## src/rtl/instr_cycle_ctrl_pkg.sv

```systemverilog
// Shared opcode, flag and state definitions for the instruction-cycle controller.
// Opcodes 0xC0..0xCF are control/memory ops; IR[7:6]=01/10 is the ALU class.
package instr_cycle_ctrl_pkg;

  typedef enum logic [2:0] {
    StFetch   = 3'd0,
    StDecode  = 3'd1,
    StMem     = 3'd2,
    StExecute = 3'd3,
    StHalt    = 3'd4
  } state_e;

  localparam logic [7:0] OpStoreX = 8'hC0;
  localparam logic [7:0] OpStoreI = 8'hC1;
  localparam logic [7:0] OpLoadX  = 8'hC2;
  localparam logic [7:0] OpJmp    = 8'hC8;
  localparam logic [7:0] OpJz     = 8'hC9;
  localparam logic [7:0] OpJc     = 8'hCA;
  localparam logic [7:0] OpJn     = 8'hCB;
  localparam logic [7:0] OpJv     = 8'hCC;
  localparam logic [7:0] OpCall   = 8'hCD;
  localparam logic [7:0] OpRet    = 8'hCE;
  localparam logic [7:0] OpHalt   = 8'hCF;

  // ALU instructions take their second operand from memory when this bit equals Oper2X.
  localparam int unsigned AluOper2Bit = 5;
  localparam logic        Oper2X      = 1'b1;

  localparam int unsigned FlagZero  = 0;
  localparam int unsigned FlagCarry = 1;
  localparam int unsigned FlagNeg   = 2;
  localparam int unsigned FlagOv    = 3;

  function automatic logic is_store(input logic [7:0] op);
    return (op == OpStoreX) || (op == OpStoreI);
  endfunction

  function automatic logic needs_mem(input logic [7:0] op);
    logic alu_class;
    alu_class = (op[7:6] == 2'b01) || (op[7:6] == 2'b10);
    return is_store(op) || (op == OpLoadX) || (alu_class && (op[AluOper2Bit] == Oper2X));
  endfunction

endpackage

```

## src/rtl/instr_cycle_ctrl_ret_stack.sv

```systemverilog
// Return-address LIFO. Push when full and pop when empty are silently dropped.
// Storage is not reset; only the stack pointer is.
module instr_cycle_ctrl_ret_stack #(
  parameter int unsigned WIDTH = 8,
  parameter int unsigned DEPTH = 4
) (
  input  logic             clk_i,
  input  logic             rst_ni,
  input  logic             push_i,
  input  logic             pop_i,
  input  logic [WIDTH-1:0] data_i,
  output logic [WIDTH-1:0] top_o,
  output logic             full_o,
  output logic             empty_o
);

  localparam int unsigned SpW  = $clog2(DEPTH + 1);
  localparam int unsigned PtrW = (DEPTH > 1) ? $clog2(DEPTH) : 1;

  logic [SpW-1:0]   sp_q, sp_d;
  logic [SpW-1:0]   top_idx;
  logic [WIDTH-1:0] mem_q [DEPTH];

  assign full_o  = (sp_q == SpW'(DEPTH));
  assign empty_o = (sp_q == '0);
  assign top_idx = sp_q - SpW'(1);
  assign top_o   = mem_q[top_idx[PtrW-1:0]];

  always_comb begin
    sp_d = sp_q;
    if (push_i && !full_o) begin
      sp_d = sp_q + SpW'(1);
    end else if (pop_i && !empty_o) begin
      sp_d = sp_q - SpW'(1);
    end
  end

  always_ff @(posedge clk_i or negedge rst_ni) begin
    if (!rst_ni) begin
      sp_q <= '0;
    end else begin
      sp_q <= sp_d;
    end
  end

  always_ff @(posedge clk_i) begin
    if (push_i && !full_o) begin
      mem_q[sp_q[PtrW-1:0]] <= data_i;
    end
  end

endmodule

```

## src/rtl/instr_cycle_ctrl.sv

```systemverilog
// Fetch/decode/memory/execute sequencer for the 8-bit micro, with data-memory
// wait states, CALL/RET return stack, HALT/resume and sticky stack-fault reporting.
module instr_cycle_ctrl
  import instr_cycle_ctrl_pkg::*;
#(
  parameter int unsigned INST_ADDR_WIDTH = 8,
  parameter int unsigned INST_DATA_WIDTH = 8,
  parameter int unsigned MEM_ADDR_WIDTH  = 8,
  parameter int unsigned MEM_DATA_WIDTH  = 8,
  parameter int unsigned STACK_DEPTH     = 4
) (
  input  logic                       clk,
  input  logic                       arst_n,
  output logic [INST_ADDR_WIDTH-1:0] inst_addr,
  input  logic [INST_DATA_WIDTH-1:0] inst_data,
  output logic [MEM_ADDR_WIDTH-1:0]  mem_addr,
  input  logic [MEM_DATA_WIDTH-1:0]  mem_data_i,
  output logic [MEM_DATA_WIDTH-1:0]  mem_data_o,
  output logic                       mem_req,
  output logic                       mem_we,
  input  logic                       mem_ack,
  output logic                       Exec,
  input  logic [3:0]                 Flags,
  input  logic [MEM_DATA_WIDTH-1:0]  AR,
  output logic [INST_DATA_WIDTH-1:0] IR,
  output logic [INST_DATA_WIDTH-1:0] IBR,
  output logic [MEM_DATA_WIDTH-1:0]  MBR,
  input  logic                       resume,
  output logic                       halted,
  output logic [1:0]                 fault
);

  state_e                     state_q, state_d;
  logic [INST_ADDR_WIDTH-1:0] pc_q, pc_d;
  logic [MEM_ADDR_WIDTH-1:0]  mar_q, mar_d;
  logic [MEM_DATA_WIDTH-1:0]  mbr_o_q, mbr_o_d;
  logic [INST_DATA_WIDTH-1:0] ir_q, ir_d;
  logic [INST_DATA_WIDTH-1:0] ibr_q, ibr_d;
  logic [MEM_DATA_WIDTH-1:0]  mbr_q, mbr_d;
  logic                       mem_req_q, mem_req_d;
  logic                       mem_we_q, mem_we_d;
  logic [1:0]                 fault_q, fault_d;

  logic [7:0]                 op;
  logic [INST_ADDR_WIDTH-1:0] ibr_ext;
  logic [INST_ADDR_WIDTH-1:0] jmp_target;
  logic                       stk_push, stk_pop, stk_full, stk_empty;
  logic [INST_ADDR_WIDTH-1:0] stk_top;

  assign op = ir_q[7:0];

  // Branch offsets are two's complement relative to the address after the immediate.
  if (INST_ADDR_WIDTH > INST_DATA_WIDTH) begin : gen_sext
    assign ibr_ext = {{(INST_ADDR_WIDTH - INST_DATA_WIDTH){ibr_q[INST_DATA_WIDTH-1]}}, ibr_q};
  end else begin : gen_trunc
    assign ibr_ext = ibr_q[INST_ADDR_WIDTH-1:0];
  end

  assign jmp_target = pc_q + ibr_ext;

  instr_cycle_ctrl_ret_stack #(
    .WIDTH (INST_ADDR_WIDTH),
    .DEPTH (STACK_DEPTH)
  ) u_ret_stack (
    .clk_i   (clk),
    .rst_ni  (arst_n),
    .push_i  (stk_push),
    .pop_i   (stk_pop),
    .data_i  (pc_q),
    .top_o   (stk_top),
    .full_o  (stk_full),
    .empty_o (stk_empty)
  );

  always_comb begin
    state_d   = state_q;
    pc_d      = pc_q;
    mar_d     = mar_q;
    mbr_o_d   = mbr_o_q;
    ir_d      = ir_q;
    ibr_d     = ibr_q;
    mbr_d     = mbr_q;
    mem_req_d = mem_req_q;
    mem_we_d  = mem_we_q;
    fault_d   = fault_q;
    stk_push  = 1'b0;
    stk_pop   = 1'b0;

    unique case (state_q)
      StFetch: begin
        ir_d    = inst_data;
        pc_d    = pc_q + INST_ADDR_WIDTH'(1);
        state_d = StDecode;
      end
      StDecode: begin
        // The immediate is still on inst_data this cycle; IBR only captures it at the edge.
        ibr_d   = inst_data;
        pc_d    = pc_q + INST_ADDR_WIDTH'(1);
        state_d = StExecute;
        if (needs_mem(op)) begin
          mem_req_d = 1'b1;
          mem_we_d  = is_store(op);
          state_d   = StMem;
          if (op == OpStoreX) begin
            mar_d   = MEM_ADDR_WIDTH'(inst_data);
            mbr_o_d = AR;
          end else if (op == OpStoreI) begin
            mar_d   = MEM_ADDR_WIDTH'(AR);
            mbr_o_d = MEM_DATA_WIDTH'(inst_data);
          end else begin
            mar_d   = MEM_ADDR_WIDTH'(inst_data);
          end
        end
      end
      StMem: begin
        if (mem_ack) begin
          if (!mem_we_q) begin
            mbr_d = mem_data_i;
          end
          mem_req_d = 1'b0;
          mem_we_d  = 1'b0;
          state_d   = StExecute;
        end
      end
      StExecute: begin
        state_d = StFetch;
        unique case (op)
          OpJmp: pc_d = jmp_target;
          OpJz:  if (Flags[FlagZero])  pc_d = jmp_target;
          OpJc:  if (Flags[FlagCarry]) pc_d = jmp_target;
          OpJn:  if (Flags[FlagNeg])   pc_d = jmp_target;
          OpJv:  if (Flags[FlagOv])    pc_d = jmp_target;
          OpCall: begin
            if (!stk_full) begin
              stk_push = 1'b1;
              pc_d     = jmp_target;
            end else begin
              fault_d[0] = 1'b1;
              state_d    = StHalt;
            end
          end
          OpRet: begin
            if (!stk_empty) begin
              stk_pop = 1'b1;
              pc_d    = stk_top;
            end else begin
              fault_d[1] = 1'b1;
              state_d    = StHalt;
            end
          end
          OpHalt:  state_d = StHalt;
          default: ;
        endcase
      end
      StHalt: begin
        if (resume && (fault_q == 2'b00)) begin
          state_d = StFetch;
        end
      end
      default: state_d = StFetch;
    endcase
  end

  always_ff @(posedge clk or negedge arst_n) begin
    if (!arst_n) begin
      state_q   <= StFetch;
      pc_q      <= '0;
      mar_q     <= '0;
      mbr_o_q   <= '0;
      ir_q      <= '0;
      ibr_q     <= '0;
      mbr_q     <= '0;
      mem_req_q <= 1'b0;
      mem_we_q  <= 1'b0;
      fault_q   <= 2'b00;
    end else begin
      state_q   <= state_d;
      pc_q      <= pc_d;
      mar_q     <= mar_d;
      mbr_o_q   <= mbr_o_d;
      ir_q      <= ir_d;
      ibr_q     <= ibr_d;
      mbr_q     <= mbr_d;
      mem_req_q <= mem_req_d;
      mem_we_q  <= mem_we_d;
      fault_q   <= fault_d;
    end
  end

  assign inst_addr  = pc_q;
  assign mem_addr   = mar_q;
  assign mem_data_o = mbr_o_q;
  assign mem_req    = mem_req_q;
  assign mem_we     = mem_we_q;
  assign IR         = ir_q;
  assign IBR        = ibr_q;
  assign MBR        = mbr_q;
  assign fault      = fault_q;
  assign Exec       = (state_q == StExecute);
  assign halted     = (state_q == StHalt);

endmodule

```

## config.mk

```make
export PLATFORM = sky130hd
export DESIGN_NAME = instr_cycle_ctrl
export DESIGN_NICKNAME = d
export VERILOG_FILES = /design/src/rtl/instr_cycle_ctrl_pkg.sv /design/src/rtl/instr_cycle_ctrl_ret_stack.sv /design/src/rtl/instr_cycle_ctrl.sv
export SDC_FILE = /design/constraint.sdc
export NUM_CORES = 1
export LEC_CHECK = 0
export CORE_UTILIZATION = 45
export CTS_CLUSTER_DIAMETER = 50
export DETAILED_ROUTE_END_ITERATION = 6
export PLACE_DENSITY = 0.74
export SYNTH_ARGS = -nofsm -noshare
export SYNTH_HDL_FRONTEND = slang
export SYNTH_SLANG_ARGS = --single-unit
```

## constraint.sdc

```tcl
create_clock -name clk -period 2.4 [get_ports clk]
set_input_delay 0.24 -clock clk [delete_from_list [all_inputs] [get_ports clk]]
set_output_delay 0.24 -clock clk [all_outputs]
set_load 0.01 [all_outputs]
```

# ---- Word-level counts from Yosys, hierarchy flattened
# Memories as Yosys holds them, arrays and structs flattened.
# Cells that the tools add are included.
dict set report totals {
  inputBits 32
  ramBits 32
  n_memories 1
  out_inout_bits 54
  register_bits 58
  wordCells 106
}
# memory depth width rd rd_ports_with_merged_regs wr line_no
set mem_list {}
lappend mem_list {u_ret_stack.mem_q 4 8 1 0 1 instr_cycle_ctrl_ret_stack.sv:22} ;# logic [WIDTH-1:0] mem_q [DEPTH];
dict set report op_classes {
  n_eq_ne 28
  n_bitwise 1
  n_addsub 4
  reduce_logical 26
  muxes 34
}
# op n
set op_table {}
lappend op_table {{== test 8 bit, second input constant} 11}
lappend op_table {{2-to-1 mux 8 bit} 10}
lappend op_table {{one-hot mux 8 bit (7 select lines)} 1}
lappend op_table {{2-to-1 mux 3 bit} 6}
lappend op_table {{!= test 3 bit, second input constant} 6}
lappend op_table {{one-hot mux 8 bit (2 select lines)} 1}
lappend op_table {{one-hot mux 3 bit (5 select lines)} 1}
lappend op_table {{AND reduction 3 bit} 5}
lappend op_table {{2-to-1 mux 1 bit} 12}
lappend op_table {{one-hot mux 3 bit (3 select lines)} 1}
lappend op_table {{adder 8 x 1 -> 8 bit, second input constant} 1}
lappend op_table {{adder 8 bit} 1}
lappend op_table {{!= test 8 x 1 -> 1 bit, second input constant} 1}
lappend op_table {{AND reduction 8 bit} 1}
lappend op_table {{nonzero test 2 bit} 4}
lappend op_table {{== test 3 x 2 -> 1 bit, second input constant} 2}
lappend op_table {{== test 3 bit, second input constant} 2}
lappend op_table {{logical NOT 3 bit} 2}
lappend op_table {{logical AND 1 bit} 4}
lappend op_table {{logical OR 1 bit} 4}
lappend op_table {{!= test 2 bit, second input constant} 2}
lappend op_table {{one-hot mux 1 bit (2 select lines)} 2}
lappend op_table {{AND reduction 2 bit} 2}
lappend op_table {{adder 3 x 1 -> 3 bit, second input constant} 1}
lappend op_table {{other kinds (9)} 10}

# ---- Longest topological paths before layout
# Gate-level depths: netlist (run 1).
dict set report depth {
  word_depth 7
  mapped_depth 9
  depth_no_buf 8
}

# ---- Modules after synthesis
# A second synthesis (run 1) with hierarchy kept.
dict set report unflattened {
  hier_cells 373
  area_unflattened_um2 4510.6
}
# mod area_per_inst_um2 cells_each instances seq_area_each_um2
set by_module_without_submodules {}
lappend by_module_without_submodules {instr_cycle_ctrl 3060.4 300 1 1376.3}
lappend by_module_without_submodules {instr_cycle_ctrl_ret_stack 1450.1 73 1 1036.0}

# ---- Worst setup path before layout (run 1)
# No wires, ideal clock.
dict set report synth_timing {
  kind {register -> register}
  from {register u_ret_stack.sp_q[0]}
  to {register pc_q[3] (netlist: inst_addr[3])}
  arrival_ns 2.266
  n_path_buf 1
  setup_slack_ns 0.007
  path_stages_with_launch 8
  t_required_ns 2.273
  setup_time_ns 0.127
  synth_period_minus_slack_ns 2.393
  cell_sequence {dfrtp_1 buf_2 inv_1 ha_1 and4_1 o311a_1 o32ai_4 mux2_1}
}
dict set report synth_between {
  elab_chain_len 5
  word_cells_on_any_way 10
  cone_classes {add/sub: 1; eq/ne: 3; mux: 3; reduce/logical: 2; memory: 1}
}
# item line_no
set synth_rtl {}
lappend synth_rtl {{from (decl)} instr_cycle_ctrl_ret_stack.sv:20} ;# logic [SpW-1:0] sp_q, sp_d;
lappend synth_rtl {{from (signal assigned)} instr_cycle_ctrl_ret_stack.sv:42} ;# sp_q <= sp_d;
lappend synth_rtl {{subtractor 3 x 1 -> 3 bit} instr_cycle_ctrl_ret_stack.sv:26} ;# assign top_idx = sp_q - SpW'(1);
lappend synth_rtl {{memory read (4 x 8 bit)} --}
lappend synth_rtl {{2-to-1 mux 8 bit} instr_cycle_ctrl.sv:143} ;# if (!stk_empty) begin
lappend synth_rtl {{one-hot mux 8 bit (7 select lines)} instr_cycle_ctrl.sv:127} ;# unique case (op)
lappend synth_rtl {{one-hot mux 8 bit (2 select lines)} instr_cycle_ctrl.sv:89} ;# unique case (state_q)
lappend synth_rtl {{to (signal assigned)} instr_cycle_ctrl.sv:178} ;# pc_q <= pc_d;
lappend synth_rtl {{to (decl)} instr_cycle_ctrl.sv:34} ;# logic [INST_ADDR_WIDTH-1:0] pc_q, pc_d;
# Parallel ways exist; a longest one is shown, timed or not. The select of a mux whose other input is x is not followed.
# A chain may end at the register's enable or synchronous reset.

# ---- Worst setup path after layout (run 1)
dict set report layout_timing {
  from {register ir_q[6] (netlist: IR[6])}
  to {memory u_ret_stack.mem_q[1][6], enable pin}
}
dict set report layout_between {
  elab_chain_len 6
}
# item line_no
set layout_rtl {}
lappend layout_rtl {{from (decl)} instr_cycle_ctrl.sv:37} ;# logic [INST_DATA_WIDTH-1:0] ir_q, ir_d;
lappend layout_rtl {{from (signal assigned)} instr_cycle_ctrl.sv:181} ;# ir_q <= ir_d;
lappend layout_rtl {{== test 8 bit} instr_cycle_ctrl.sv:127}
lappend layout_rtl {{2-to-1 mux 1 bit} instr_cycle_ctrl.sv:127}
lappend layout_rtl {{2-to-1 mux 1 bit} instr_cycle_ctrl.sv:89}
lappend layout_rtl {{logical AND 1 bit} instr_cycle_ctrl_ret_stack.sv:47} ;# if (push_i && !full_o) begin
lappend layout_rtl {{2-to-1 mux 1 bit} instr_cycle_ctrl_ret_stack.sv:47}
lappend layout_rtl {{2-to-1 mux 1 bit (not written as such)} instr_cycle_ctrl_ret_stack.sv:48} ;# mem_q[sp_q[PtrW-1:0]] <= data_i;
lappend layout_rtl {{to (decl)} instr_cycle_ctrl_ret_stack.sv:22}
# Every way passes these cells.

==> results of run 1 <==
-- registers in the layout (all words and copies together), names as in the netlist --
name,cells
mem_we,1
IR,8
mem_req,1
state_q,3
MBR,8
u_ret_stack.mem_q,32
inst_addr,8
mem_data_o,8
mem_addr,8
u_ret_stack.sp_q,3
fault,2
IBR,8
-- kinds of logic after synthesis --
group                    after synthesis  share of synthesized area
multiplexers                          48                      0.138
AND/OR/NAND/NOR                       99                      0.121
adder cells (fa/ha/maj)               15                     0.0440
flip-flops                            90                      0.544
XOR/XNOR                               8                     0.0158
AO/OA/AOI/OAI                         72                      0.113
buffers and inverters                 21                     0.0245
-- synthesized netlist by cell type (all sizes together) (2+ instances only) --
cell type	instances	share of area
buf	9	0.014
nor3	3	0.0045
nor2	19	0.016
ha	14	0.039
inv	6	0.0051
a211oi	5	0.0096
nand2	36	0.030
o22ai	4	0.0056
a221oi	2	0.0039
nand2b	5	0.0071
xnor2	6	0.012
a21oi	14	0.016
xor2	2	0.0039
a31oi	2	0.0028
mux4	8	0.041
nand3b	2	0.0062
a32o	2	0.0045
mux2i	16	0.036
nor3b	4	0.0079
edfxtp	32	0.22
dfrtp	58	0.33
nand4	2	0.0028
nor2b	5	0.0071
mux2	24	0.061
or3b	3	0.0065
o21ai	25	0.028
and2	4	0.0056
o211ai	2	0.0034
nand3	9	0.010
clkbuf	5	0.0042
o21a	2	0.0034
nor4	2	0.0076
-- power groups by stage --
| stage | Combinational [mW] | Clock, mW | Sequential (mW) |
|---|---|---|---|
| 4_1_cts | 3.40 | 1.11 | 2.62 |
| 3_5_place_dp | 3.39 | 0 | 2.64 |
| 5_1_grt | 3.77 | 1.16 | 2.69 |
| 2_1_floorplan | 1.82 | 0 | 2.69 |
| 6_report | 3.43 | 1.10 | 2.62 |
| 3_3_place_gp | 3.30 | 0 | 2.61 |
-- placed cells by master, fill, tap and decap left out, types with 2 or more instances in the layout --
cell type / count
nand2_1: 36
o21ai_1: 9
ha_1: 14
xnor2_1: 6
nand3_1: 9
a31oi_1: 2
nor3_1: 2
edfxtp_1: 32
a32o_1: 2
clkdlybuf4s50_1: 84
mux4_2: 8
nand4_1: 2
xor2_1: 2
a211oi_1: 4
mux2i_1: 16
nor2b_1: 5
and2_1: 3
o21ai_0: 16
a221oi_1: 2
mux2_2: 23
buf_4: 20
o22ai_1: 4
nand2b_1: 5
dfrtp_1: 58
o21a_1: 2
or3b_1: 2
clkbuf_8: 9
clkinvlp_4: 2
nor3b_1: 3
a21oi_1: 14
o211ai_1: 2
inv_1: 6
nor2_1: 19
-- final cells by class --
| class | instances | area [µm²] | area share |
|---|---|---|---|
| timing repair buffer | 106 | 1010 | 0.175 |
| clock buffer | 11 | 153 | 0.0266 |
| inverter | 7 | 27.5 | 0.00480 |
| clock inverter | 5 | 60.1 | 0.0105 |
| multi-input combinational | 242 | 1920 | 0.334 |
| sequential | 90 | 2410 | 0.421 |
| tap | 129 | 161 | 0.0281 |
-- what timing repair did --
action,4_1_cts,5_1_grt
hold endpoints to repair,15,0
resized for setup,0,1
buffers inserted,0,2
hold buffers,1,0
setup endpoints to repair,0,10
-- metal layers --
layer | track usage | vias to the layer above | part of all wire
met5 | 0 | - | 0
met4 | 0.0535 | 0 | 0.011
met3 | 0.0669 | 14 | 0.077
met2 | 0.361 | 126 | 0.48
met1 | 0.277 | 1643 | 0.43
li1 | - | 1510 | -
-- worst paths after layout --
| kind | from | to |
|---|---|---|
| setup / recovery | IR[6]$_DFFE_PN0P_ | u_ret_stack.mem_q[1][6]$_DFFE_PP_ |
| hold / removal | arst_n | inst_addr[1]$_DFFE_PN0P_ |
| setup reg to reg | IR[6]$_DFFE_PN0P_ | u_ret_stack.mem_q[1][6]$_DFFE_PP_ |
| hold reg to reg | mem_addr[2]$_DFFE_PN0P_ | mem_addr[2]$_DFFE_PN0P_ |
| max in group asynchronous | arst_n | MBR[0]$_DFFE_PN0P_ |
| min in group clk | mem_data_i[7] | MBR[7]$_DFFE_PN0P_ |
-- critical path: cells and delay by family, from the launching register on --
family	cells	cell delay [ns]
simple gates	3	1.12
flops	1	0.40
compound gates	1	0.30
fa+ha+maj	1	0.17
-- stage by stage --
step | area [µm²] | cells
2_1_floorplan | 4440 | 353
3_3_place_gp | 5500 | 571
3_5_place_dp | 5500 | 571
4_1_cts | 5720 | 588
5_1_grt | 5740 | 590
6_report | 5740 | 590
==> run metrics, run 1 <==
status=finished, final reports clean; fin crit period=2.32 ns; CP Class=reg2reg; Clock Latency Late Sink=0.35 ns; Syn Inst Count=353; clock root cell=clkbuf_8; Hold WC Path Type=in2async; Inserted Clock Buffers=9; Pleak=2.28 nW; Clk pwr share=0.154; buffers added on ports=85; final-report setup violation count=0; Die Y=101 µm; # nets final=503; CTS tree=done; first-pass GRT wire length=17.0 mm; DRC viols=0; Req. time, crit path=2.42 ns; drt first pass iters=4; Routed Antenna Nets=0; Max transition margin=0.568; element type at the critical path end=flip-flop; slowest CP cell=or3b_4; Total GRT Usage=0.217; Max-cap violations=0; Pwr Total=7.15 mW; Syn Nets=400; total grt overflow=0; layout cells sized above 1=0.176; fill count=726; total I/O pin count=86; Final Skew=0.00995 ns; routed vias=3293; clk slew on worst S/H paths=0.09 ns; initial antenna violation count=0; worst-case clock buffer depth=2; Critical Path Source Type=flip-flop; area of the core=9420 µm²; worst r2r path cells=5; Iter 0 DRT Violations=154; worst reg-to-reg setup slack=0.08 ns; Ys Warns=0; asr flop ratio synth=0.644; EDFF count, synth=32; Mean Syn Cell Area=12.6 µm²; Die Wd=101 µm; Sink Count=90; Worst Path Max Fanout=8; final wirelength=10.5 mm; Hold Fails Final Rpt=0; setup tns final=0 ns; max incr delay on CP=0.42 ns; die area=10300 µm²; Int Pwr=4.49 mW; Synth cell types=63; Critical Path AT=2.34 ns; Seq/Total Area, Yosys=0.544; max frequency=0.431 GHz; GPL Wtd Cong=0.890; Initial Util=0.471; Final HPWL DP=7.92 mm; vias in the first global route=3362; Worst VDD drop=0.661 mV; sw frac=0.372; Net Sw Power=2.66 mW; Setup WS post-layout=0.0796 ns; sequential power share=0.366; Slew Viols, Final=0; diode count=0; dominant synthesized flop cell=dfrtp_1; Post-Place Setup Slack=0.0598 ns; htree depth=3; fin util=0.609; slew of the pin with the lowest slew margin=0.644 ns; DR WL/cell=17.9 µm; Tcrit/Tclk final=0.967; largest net degree at the start of global routing=25; PD cells=1250 nW/µm²; worst hold margin=0.334 ns; CP Cell Sequence=ha_1 > or3b_4 > nor4_4 > a21boi_4 > and2_1; routed vias/inst=5.58; Gate power share=0.480; mapped cell area=4440 µm²; Area Growth Syn to Fin=29.3%; Yosys reg bits=90; RSZ-0062 raised after global routing=no; row count=35
Note: power is estimated with default switching activity, not from simulation.
==> inputs of run 2 (changes only) <==
Settings changed: GPL_TIMING_DRIVEN set to 1, TNS_END_PERCENT set to 30.
==> results of run 2 <==
Same layout as run 1: the final DEF is identical, and so are final timing and power.
==> patch (config.mk and constraints of run 1) <==
The parameter `MEM_ADDR_WIDTH` goes from 8 to 9.
--- a/src/rtl/instr_cycle_ctrl.sv
+++ b/src/rtl/instr_cycle_ctrl.sv
@@ -7,3 +7,3 @@
   parameter int unsigned INST_DATA_WIDTH = 8,
-  parameter int unsigned MEM_ADDR_WIDTH  = 8,
+  parameter int unsigned MEM_ADDR_WIDTH  = 9,
   parameter int unsigned MEM_DATA_WIDTH  = 8,
Ports: changed (resized mem_addr); port bits go from 86 to 87. No check against the original RTL was run, so the function may have changed too.
==> patch against run 1 <==
  * Power up 0.48%
  * Worst setup slack improved by 0.14 ns
  * Final cell count grew 0.68%
  * Utilization shrank 0.25 points
  * Wire length down 5.5%
  * Sequential cell count is the same
  * Synthesized area down 1.1%
  * Cell area down 1.3%
  * Critical endpoint is now u_ret_stack.mem_q[1][3]$_DFFE_PP_
  * Largest cell class unchanged
  * Largest power group unchanged
==> patch: results (changes against run 1) <==
• Max IR drop VDD: 0.0006483 V, was 0.0006608 V
• number of antenna violations at the first check in global routing: 0, unchanged
• P_leak: 0.002306 uW, was 0.002278 uW
• routed vias: 3164, was 3293
• final WL: 9964 um, was 10550 um
• Port Buffer Count: 85, unchanged
• Max Fanout on Critical Path: 8, unchanged
• final HPWL from detailed placement: 7209 um, was 7917 um
• synth unique cells: 56, was 63
• synth top area cells: dfrtp_1 33%, edfxtp_1 22%, mux2_2 6.2%, was dfrtp_1 33%, edfxtp_1 22%, mux2_2 5.8%
• class of the tightest hold or removal check: in -> async, unchanged
• worst skew pair latency: 0.35 ns, about the same
• final net count: 507, was 503
• global-route wire length before repair: 16130 um, was 16960 um
• number of buffers between clock root and the deepest sink: 2, unchanged
• net count of the mapped netlist: 409, was 400
• count of flip-flops with a built-in enable after synthesis: 32, unchanged
• slew at the pin closest to its max-slew limit: 0.6542 ns, was 0.6444 ns
• outcome: finished clean, unchanged
• cell at the root of the clock tree: clkbuf_8, unchanged
• Routability Congestion: 0.7979, was 0.8896
• CTS clock-pin slew for the worst setup and hold paths: 0.09 ns, about the same
• Synthesis Warnings: 0, unchanged
• DR pass1 iterations: 4, unchanged
• ranking of synthesized cells by instance count: 58 x dfrtp_1, 38 x nand2_1, 32 x edfxtp_1, 29 x o21ai_0, 24 x mux2_2, was 58 x dfrtp_1, 36 x nand2_1, 32 x edfxtp_1, 23 x mux2_2, 19 x nor2_1
• share of the yosys chip area belonging to registers: 54.99%, was 54.39%
• initial drt markers: 138, was 154
• worst slack at placement: 0.1144 ns, was 0.05982 ns
• CTS H-tree depth: 3, unchanged
• flip-flop count of the largest register, all copies and words added: 32, unchanged
• arrival time at the worst endpoint: 2.19 ns, was 2.34 ns
• fillers: 755, was 726
• pin count of the biggest net entering global routing: 31, was 25
• fraction of layout cells with a size suffix above 1: 15.70%, was 17.57%
• async set-or-reset flop fraction in the synthesized netlist: 64.44%, unchanged
• Fin Clk Skew: 0.01213 ns, was 0.009948 ns
• TritonCTS buffer count: 9, unchanged
• number of diodes: 0, unchanged
• GRT Total Usage: 20.91%, was 21.69%
==> patch: metal layers <==
layer | wire (um) | vias up | global-route usage, %
met4 | 50 | 0 | 6.020
met1 | 4330 | 1543 | 26.08
met3 | 688 | 4 | 6.865
met5 | 0 | - | 0
met2 | 4895 | 101 | 34.83
li1 | - | 1516 | -
==> patch: cell families after synthesis <==
| kind of cell | count (synthesis) | share of synthesized area, % |
|---|---|---|
| other cells | 1 | 0.08549 |
| flops | 90 | 54.99 |
| simple gates | 100 | 11.55 |
| compound gates | 74 | 10.13 |
| mux | 50 | 14.66 |
| buf+inv | 26 | 2.938 |
| fa+ha+maj | 15 | 4.450 |
| xor+xnor | 6 | 1.198 |
==> patch: cell type report <==
cell class                 instances  share of cell area (%)
timing repair buffer             105                   18.09
inverter                           8                  0.5306
multi-input combinational        246                   32.68
clock buffer                      13                   2.830
sequential                        90                   42.63
clock inverter                     3                  0.3980
tap                              129                   2.852
==> patch: where the power goes <==
group	switching (uW)	total, uW	internal [uW]
clock network	526	970	444
logic	1660	3600	1940
registers	489	2610	2120
total	2680	7180	4510
==> patch: per-stage QoR <==
stage               util [%]  instances  power (uW)  cell area (um2)
floorplan                  -        362        4641             4387
global placement       58.56        577        6081             5463
detailed placement     58.56        577        6206             5463
CTS                    60.63        594        7211             5655
global route           60.67        594        7693             5659
finish                 60.67        594        7184             5659
==> patch: final timing paths <==
| path | startpoint | to | slack, ns | cells after the start |
|---|---|---|---|---|
| worst max-delay path | IR[6]$_DFFE_PN0P_ | u_ret_stack.mem_q[1][3]$_DFFE_PP_ | 0.22 | 5 |
| worst min-delay path | arst_n | mem_data_o[0]$_DFFE_PN0P_ | 0.45 | 2 |
| worst max register to register | IR[6]$_DFFE_PN0P_ | u_ret_stack.mem_q[1][3]$_DFFE_PP_ | 0.22 | 5 |
| worst min register to register | mem_addr[4]$_DFFE_PN0P_ | mem_addr[4]$_DFFE_PN0P_ | 0.49 | 2 |
| max in group asynchronous | arst_n | IBR[1]$_DFFE_PN0N_ | 1.35 | 3 |
| min in group clk | resume | state_q[2]$_DFFE_PN0P_ | 0.49 | 3 |
==> patch: repair_timing <==
item,in CTS,in global routing
resized for setup,0,2
endpoints found under the hold margin,28,0
endpoints found under the setup margin,0,10
buffers inserted,0,0
hold buffers,1,0
==> patch: worst max-delay path, cell delays in order, from the launching register on <==
cell and delay (ns):
dfrtp_1 0.38, ha_1 0.16, and4bb_2 0.29, nand4_1 0.19, a21oi_1 0.37, and2_1 0.45
